$ cat src/rtl/paddsb_accum_ctrl_if.sv
// Operand stream and job-control bundle between the issue logic (master)
// and the saturating accumulator sequencer (slave).
interface paddsb_accum_ctrl_if;
    logic        start;
    logic [4:0]  len;
    logic        busy;
    logic        err;
    logic        in_valid;
    logic [15:0] in_data;
    logic        in_ready;
    logic        done;
    logic [15:0] result;
    logic [3:0]  sat_flags;

    modport master (
        output start, len, in_valid, in_data,
        input  busy, err, in_ready, done, result, sat_flags
    );

    modport slave (
        input  start, len, in_valid, in_data,
        output busy, err, in_ready, done, result, sat_flags
    );
endinterface

$ cat src/rtl/paddsb_accum_ctrl.sv
// Multi-beat PADDSB accumulator: four signed 4-bit saturating lanes summed over a job.
// Optional sticky per-lane saturation flags are built when PADDSB_SAT_FLAGS_EN is defined.

module PADDSB_16bit (
    input  logic [15:0] A,
    input  logic [15:0] B,
    output logic [15:0] Sum
);
    for (genvar k = 0; k < 4; k++) begin : g_lane
        logic [3:0] a;
        logic [3:0] b;
        logic [3:0] raw;
        logic       pos_ovf;
        logic       neg_ovf;

        assign a       = A[4*k +: 4];
        assign b       = B[4*k +: 4];
        assign raw     = a + b;
        assign pos_ovf = ~a[3] & ~b[3] &  raw[3];
        assign neg_ovf =  a[3] &  b[3] & ~raw[3];
        assign Sum[4*k +: 4] = pos_ovf ? 4'h7 : (neg_ovf ? 4'h8 : raw);
    end
endmodule

module paddsb_accum_ctrl #(
    parameter int MAX_LEN = 16
) (
    input  logic              clk,
    input  logic              rst_n,
    paddsb_accum_ctrl_if.slave bus
);
    typedef enum logic [1:0] {IDLE, ACCUM, DONE} state_t;

    localparam logic [4:0] MAX_LEN_V = 5'(MAX_LEN);

    state_t      state;
    state_t      state_next;
    logic [15:0] acc;
    logic [15:0] sum;
    logic [4:0]  cnt;
    logic [15:0] result_q;
    logic        err_q;
    logic        len_ok;
    logic        launch;
    logic        beat;
    logic        last_beat;

    PADDSB_16bit u_paddsb (
        .A   (acc),
        .B   (bus.in_data),
        .Sum (sum)
    );

    assign len_ok    = (bus.len != 5'd0) && (bus.len <= MAX_LEN_V);
    assign launch    = (state == IDLE) && bus.start && len_ok;
    assign beat      = (state == ACCUM) && bus.in_valid;
    assign last_beat = beat && (cnt == 5'd1);

    always_ff @(posedge clk) begin
        if (!rst_n) begin
            state <= IDLE;
        end else begin
            state <= state_next;
        end
    end

    always_comb begin
        state_next = state;
        case (state)
            IDLE:    if (launch) state_next = ACCUM;
            ACCUM:   if (last_beat) state_next = DONE;
            DONE:    state_next = IDLE;
            default: state_next = IDLE;
        endcase
    end

    always_ff @(posedge clk) begin
        if (!rst_n) begin
            acc      <= 16'h0000;
            cnt      <= 5'd0;
            result_q <= 16'h0000;
            err_q    <= 1'b0;
        end else begin
            err_q <= (state == IDLE) && bus.start && !len_ok;
            if (launch) begin
                acc <= 16'h0000;
                cnt <= bus.len;
            end else if (beat) begin
                acc <= sum;
                cnt <= cnt - 5'd1;
                if (last_beat) begin
                    result_q <= sum;
                end
            end
        end
    end

`ifdef PADDSB_SAT_FLAGS_EN
    logic [3:0] flg;
    logic [3:0] ovf;
    logic [3:0] sat_q;

    // Flags use an independent raw-sum sign test rather than inspecting Sum.
    for (genvar k = 0; k < 4; k++) begin : g_ovf
        logic [3:0] raw;
        assign raw    = acc[4*k +: 4] + bus.in_data[4*k +: 4];
        assign ovf[k] = (acc[4*k+3] == bus.in_data[4*k+3]) && (raw[3] != acc[4*k+3]);
    end

    always_ff @(posedge clk) begin
        if (!rst_n) begin
            flg   <= 4'h0;
            sat_q <= 4'h0;
        end else if (launch) begin
            flg <= 4'h0;
        end else if (beat) begin
            flg <= flg | ovf;
            if (last_beat) begin
                sat_q <= flg | ovf;
            end
        end
    end

    assign bus.sat_flags = sat_q;
`else
    assign bus.sat_flags = 4'h0;
`endif

    assign bus.busy     = (state != IDLE);
    assign bus.in_ready = (state == ACCUM);
    assign bus.done     = (state == DONE);
    assign bus.err      = err_q;
    assign bus.result   = result_q;
endmodule

$ cat src/flat_wrapper.sv
// flat-port wrapper written by rule: the top's interface ports become plain ports
module paddsb_accum_ctrl_flat 
#(
    parameter int MAX_LEN = 16
)
  (clk, rst_n, bus_start, bus_len, bus_in_valid, bus_in_data, bus_busy, bus_err, bus_in_ready, bus_done, bus_result, bus_sat_flags);
  paddsb_accum_ctrl_if bus_i ();
  input  logic clk;
  input  logic rst_n;
  input wire logic [$bits(bus_i.start)-1:0] bus_start;
  input wire logic [$bits(bus_i.len)-1:0] bus_len;
  input wire logic [$bits(bus_i.in_valid)-1:0] bus_in_valid;
  input wire logic [$bits(bus_i.in_data)-1:0] bus_in_data;
  output wire logic [$bits(bus_i.busy)-1:0] bus_busy;
  output wire logic [$bits(bus_i.err)-1:0] bus_err;
  output wire logic [$bits(bus_i.in_ready)-1:0] bus_in_ready;
  output wire logic [$bits(bus_i.done)-1:0] bus_done;
  output wire logic [$bits(bus_i.result)-1:0] bus_result;
  output wire logic [$bits(bus_i.sat_flags)-1:0] bus_sat_flags;
  assign bus_i.start = bus_start;
  assign bus_i.len = bus_len;
  assign bus_i.in_valid = bus_in_valid;
  assign bus_i.in_data = bus_in_data;
  assign bus_busy = bus_i.busy;
  assign bus_err = bus_i.err;
  assign bus_in_ready = bus_i.in_ready;
  assign bus_done = bus_i.done;
  assign bus_result = bus_i.result;
  assign bus_sat_flags = bus_i.sat_flags;
  paddsb_accum_ctrl #(.MAX_LEN(MAX_LEN)) u_core (.clk(clk), .rst_n(rst_n), .bus(bus_i));
endmodule
$ cat config.mk
export PLATFORM = sky130hd
export DESIGN_NAME = paddsb_accum_ctrl_flat
export DESIGN_NICKNAME = d
export VERILOG_FILES = /design/src/rtl/paddsb_accum_ctrl_if.sv /design/src/rtl/paddsb_accum_ctrl.sv /design/src/flat_wrapper.sv
export SDC_FILE = /design/constraint.sdc
export NUM_CORES = 1
export LEC_CHECK = 0
export BUFFER_PORTS_ARGS = -buffer_cell sky130_fd_sc_hd__buf_4
export CORE_MARGIN = 5
export CORE_UTILIZATION = 55
export DETAILED_ROUTE_END_ITERATION = 16
export PLACE_DENSITY = 0.77
export SLEW_MARGIN = 20
export SYNTH_ARGS = -nofsm -noshare
export SYNTH_HDL_FRONTEND = slang
export SYNTH_SLANG_ARGS = --single-unit
$ cat constraint.sdc
create_clock -name clk -period 2.2 [get_ports clk]
set_input_delay 0.22 -clock clk [delete_from_list [all_inputs] [get_ports clk]]
set_output_delay 0.22 -clock clk [all_outputs]
set_load 0.05 [all_outputs]
==> Word-level counts from Yosys, hierarchy flattened <==
Cells that the tools add are included.
{ "word_totals": {"inputBits": 25, "register_bits": 40} }
{ "classes": {"mux": 13, "bitwise_logic": 30, "add_sub_neg": 5, "n_eq_ne": 5, "reduce_logical": 14, "n_lt_le_gt_ge": 1} }
{ "ops": {"columns": ["operator", "count"], "rows": [
  ["$mux 4", 8],
  ["$add 4x4->4", 4],
  ["$and 1x1->1", 16],
  ["$not 1->1", 14],
  ["$mux 5", 2],
  ["$logic_and 1x1->1", 6],
  ["$eq 5x1->1 const B", 1],
  ["$le 5x5->1 const B", 1],
  ["$reduce_bool 5->1", 1],
  ["$sub 5x1->5 const B", 1],
  ["$mux 2", 2],
  ["$ne 2x1->1 const B", 2],
  ["$pmux 2 s2", 1],
  ["$reduce_bool 2->1", 2],
  ["$reduce_and 3->1", 1],
  ["$eq 2x1->1 const B", 1],
  ["$eq 2x2->1 const B", 1],
  ["$logic_not 2->1", 1],
  ["$reduce_and 2->1", 1],
  ["$reduce_or 2->1", 1],
  ["$logic_not 1->1", 1]
]} }

==> Logic depth before layout (Yosys ltp) <==
{ "logic_depth": {"word_depth": 5, "depth_mapped": 8, "ltp_nobuf": 8} }

==> Hierarchy <==
From an unflattened synthesis, not the netlist that was laid out.
{ "unflattened": {"cells_unflattened": 264, "hier_area_um2": 2361.0} }
{ "by_module_without_submodules": {"columns": ["module", "area_per_inst_um2", "cells_per_inst", "n_inst", "seq_area_each_um2"], "rows": [
  ["paddsb_accum_ctrl", 1654.1, 182, 1, 800.8],
  ["PADDSB_16bit", 706.9, 82, 1, 0.0]
]} }

==> Least setup slack after synthesis <==
OpenSTA, ideal clock, no wires.
{ "synth_path": {"path_type": "reg2reg", "startpoint": "reg u_core.acc[5]", "endpoint": "reg u_core.result_q[6] (netlist: u_core.bus.result[6])", "setup_slack_ns": 0.200, "arrival_time_ns": 1.924, "stages_incl_launch_ff": 9, "setup_ns": 0.076, "required_time_ns": 2.124, "path_cell_list": "dfxtp_1 -> ha_1 -> a21o_1 -> a21o_1 -> fa_1 -> nor2b_1 -> o21ai_0 -> nand2_1 -> a21boi_0"} }
{ "synth_between": {"elab_chain_cells": 5, "elab_cells_between_ends": 6, "classes_between": "add/sub (1); mux (2); bitwise (3)"} }
{ "synth_lines": {"columns": ["element", "line", "rtl"], "rows": [
  ["from (decl)", "paddsb_accum_ctrl.sv:38", "logic [15:0] acc;"],
  ["from (signal assigned)", "paddsb_accum_ctrl.sv:89", "acc <= sum;"],
  ["$add 4x4->4 (*)", "paddsb_accum_ctrl.sv:18", "assign raw = a + b;"],
  ["$not 1->1", "paddsb_accum_ctrl.sv:20", "assign neg_ovf = a[3] & b[3] & ~raw[3];"],
  ["$and 1x1->1", "paddsb_accum_ctrl.sv:20", null],
  ["$mux 4", "paddsb_accum_ctrl.sv:21", "assign Sum[4*k +: 4] = pos_ovf ? 4'h7 : (neg_ovf ? 4'h8 : raw);"],
  ["$mux 4 (*)", "paddsb_accum_ctrl.sv:21", null],
  ["to (signal assigned)", "paddsb_accum_ctrl.sv:92", "result_q <= sum;"],
  ["to (decl)", "paddsb_accum_ctrl.sv:41", "logic [15:0] result_q;"]
]} }
Every way passes the cells marked *; elsewhere a longest branch is shown, timed or not.
A chain may end at the register's enable or synchronous reset.

==> Worst setup path in the final report <==
{ "layout_path": {"startpoint": "reg u_core.acc[9]", "endpoint": "reg u_core.acc[10]"} }
{ "layout_between": {"elab_chain_cells": 5, "elab_cells_between_ends": 6, "classes_between": "add/sub (1); mux (2); bitwise (3)"} }
{ "layout_lines": {"columns": ["element", "line"], "rows": [
  ["$add 4x4->4 (*)", "paddsb_accum_ctrl.sv:18"],
  ["$not 1->1", "paddsb_accum_ctrl.sv:20"],
  ["$and 1x1->1", "paddsb_accum_ctrl.sv:20"],
  ["$mux 4", "paddsb_accum_ctrl.sv:21"],
  ["$mux 4 (*)", "paddsb_accum_ctrl.sv:21"]
]} }
Marks and branches as above.

==> out/metrics.csv <==
metric;value;unit
status;finished, final reports clean;
number of global-route vias before repair;1821;
worst skew pair latency;0.30;ns
buffers and inverters on the worst path;0;
Global Route Usage Sum;18.6;%
CP Depth;8;
Reg-to-Reg Start;u_core.acc[9]$_SDFFE_PP0P_;
Sw Share;30.9;%
max cap viols;0;
Clock power frac;31.3;%
Fillers;324;
Synth area leaders;dfxtp_1 (34%), ha_1 (12%), nand2_1 (9.6%), fa_1 (6.8%), a21oi_1 (4.2%);
Iteration-0 DRC Markers;101;
row cnt;23;
Top cell by count, worst path;a21o_1;
Internal;1120;uW
crit share post-route;95.6;%
Sum Neg Setup Slack;0;ns
end of the worst register-to-register path;u_core.acc[10]$_SDFFE_PP0P_;
cell family with most CP delay;adder cells;
Critical Path Start;u_core.acc[9]$_SDFFE_PP0P_;
DRC viols;0;
area occupied by multi-input gates;1450;um2
Die ar.;5690;um2
Sw Pwr;500;uW
Flop pwr share;47.7;%
WP data required;2.35;ns
Reg area;806;um2
layout cell share with drive strength beyond 1;22.1;%
Worst path slowest cell;fa_1;
final setup skew;0.0134;ns
Starting Density;57.7;%
arrival time of the worst setup path;2.25;ns
GPL Wtd Cong;0.926;
Worst Max-Slew Pin Slew;0.607;ns
dpl hpwl;3690;um
Final WS setup;0.0972;ns
Top Ports;49;
synthesized instance count;270;
Main synth FF type;dfxtp_1;
Die Y;75.5;um
CP endpoint;u_core.acc[10]$_SDFFE_PP0P_;
clock buffer depth;2;
worst r2r path cells;8;
top-area cell type share of the netlist area;34.0;%
R2R setup slack;0.1;ns
Yosys top cell by area;dfxtp_1;
Total Wirelength;5100;um
H-tree depth;2;
PwrDens;565;nW/um2
placed cells;358;
max frequency;476;MHz
Synth warnings;0;
startpoint types;register;
number of synthesized flops with an enable pin;0;
syn_area_per_cell;8.73;um2
CTS Root Cell;clkbuf_8;
dpl ws;0.0520;ns
final setup fails;0;
post-route total power;1620;uW
CTS tree;yes;
area grow syn2layout;21.5;%
Max transition margin;59.4;%
post-synth cell types;40;
CP cell instances;ha_4, a21o_1, a21o_1, fa_1, nor2b_1, o21ai_1, nand2_1, a21oi_1;
post-route minimum period;2.10;ns
First-pass DRT Iterations;4;
largest fanout on the critical path;3;
core footprint;4090;um2
Routed WL per cell;13.9;um
slowest stage delay, CP;0.50;ns
Via Count;1932;
leakage;0.00135;uW
WS Path Type;register to register;
number of port buffers;44;
Nets;371;
Die W;75.5;um
Mapped Area;2360;um2
Seq/Total Area, Yosys;34.0;%
final slew viol count;0;
CP Capture Type;register;
Post-Layout Cell Count;367;
maximum vdd drop;0.320;mV
Min-Delay Path Class;input port to register;
grt ovf;0;
clock transition at the registers of the reported paths;0.09;ns
Routed Antenna Nets;0;
final hold violation count;0;
combinational share of power;21.0;%
clk sink count;40;
Yosys reg bits;40;
CTS Buf Count;5;
first-pass GRT wire length;8100;um
pin count of the biggest net entering global routing;26;
FFs w/ async S/R, synth;0;%
Via density;5.26;
initial antenna violation count;0;
n_diodes;0;
==> cells by family after synthesis <==
family / share of synthesized area (%)
compound gates: 18.2
xor+xnor: 2.23
fa+ha+maj: 18.5
buf+inv: 6.11
flops: 34.0
mux: 1.27
other cells: 0.159
simple gates: 19.5
==> power groups by stage <==
stage | logic [uW] | clock network [uW] | registers, uW
after floorplan | 219 | 0 | 799
after global placement | 321 | 0 | 787
after detailed placement | 328 | 0 | 788
after CTS | 331 | 516 | 772
after global routing | 381 | 544 | 776
final | 339 | 507 | 772
==> metal layers <==
layer | vias up | track usage (%) | share of wire, %
met2 | 36 | 30.8 | 49
met4 | 0 | 5.83 | 0.84
li1 | 996 | - | -
met5 | - | 0 | 0
met1 | 895 | 24.3 | 45
met3 | 5 | 4.22 | 5.3
==> placed cells by master, fill, tap and decap left out, types with 5 or more instances in the layout <==
master,instances
nand2_1,60
buf_4,49
dfxtp_1,38
ha_1,21
a21oi_1,18
inv_1,15
nor2_1,12
a21boi_0,10
a21o_1,8
nor2b_1,8
fa_1,7
xnor2_1,6
o211a_1,6
o21ai_0,5
clkbuf_8,5
==> state kept, by name, indices dropped and copies added (netlist names) <==
| name | count |
|---|---|
| u_core.acc | 16 |
| u_core.state | 2 |
| u_core.bus.err | 1 |
| u_core.cnt | 5 |
| u_core.bus.result | 16 |
==> how the worst min path moves through the flow <==
stage / slack [ns] / start / to / depth (start not counted)
5_1_grt: 0.18 / bus_start / u_core.bus.err$_SDFF_PN0_ / 2
2_1_floorplan: 0.37 / rst_n / u_core.bus.result[0]$_SDFFE_PN0P_ / 1
3_3_place_gp: 0.45 / u_core.bus.result[9]$_SDFFE_PN0P_ / u_core.bus.result[9]$_SDFFE_PN0P_ / 2
3_5_place_dp: 0.45 / u_core.bus.result[9]$_SDFFE_PN0P_ / u_core.bus.result[9]$_SDFFE_PN0P_ / 2
4_1_cts: 0.18 / bus_start / u_core.bus.err$_SDFF_PN0_ / 2
6_report: 0.19 / bus_start / u_core.bus.err$_SDFF_PN0_ / 2
==> per-stage QoR <==
step	instance area [um2]	hold WS, ns	utilization (%)
5_1_grt	2860	0.182	70.0
3_5_place_dp	2730	0.446	66.8
6_report	2860	0.187	70.0
3_3_place_gp	2730	0.446	66.8
2_1_floorplan	2370	0.374	-
4_1_cts	2820	0.181	69.1
==> final cells by class <==
type	count	area share, %
Sequential cell	40	28.2
Inverter	15	1.97
Clock inverter	3	0.831
Multi-Input combinational cell	203	50.5
Timing Repair Buffer	51	13.9
Clock buffer	5	2.40
Tap cell	50	2.19
==> cell usage after synthesis, drive strengths merged, types with 5 or more instances <==
cell     n
nand2   60
dfxtp   40
ha      22
a21oi   20
inv     15
a21boi  12
nor2    12
buf     10
o21ai    9
a21o     8
fa       8
nor2b    8
o211a    6
xnor2    6
clkbuf   5
==> repair_timing <==
item                                    in CTS  in global routing
buffers inserted                             0                  1
resized for setup                            0                 13
endpoints found under the setup margin       0                 14
endpoints found under the hold margin        0                  0
hold buffers                                 0                  0
No activity file was read; power rests on OpenSTA's default activity.
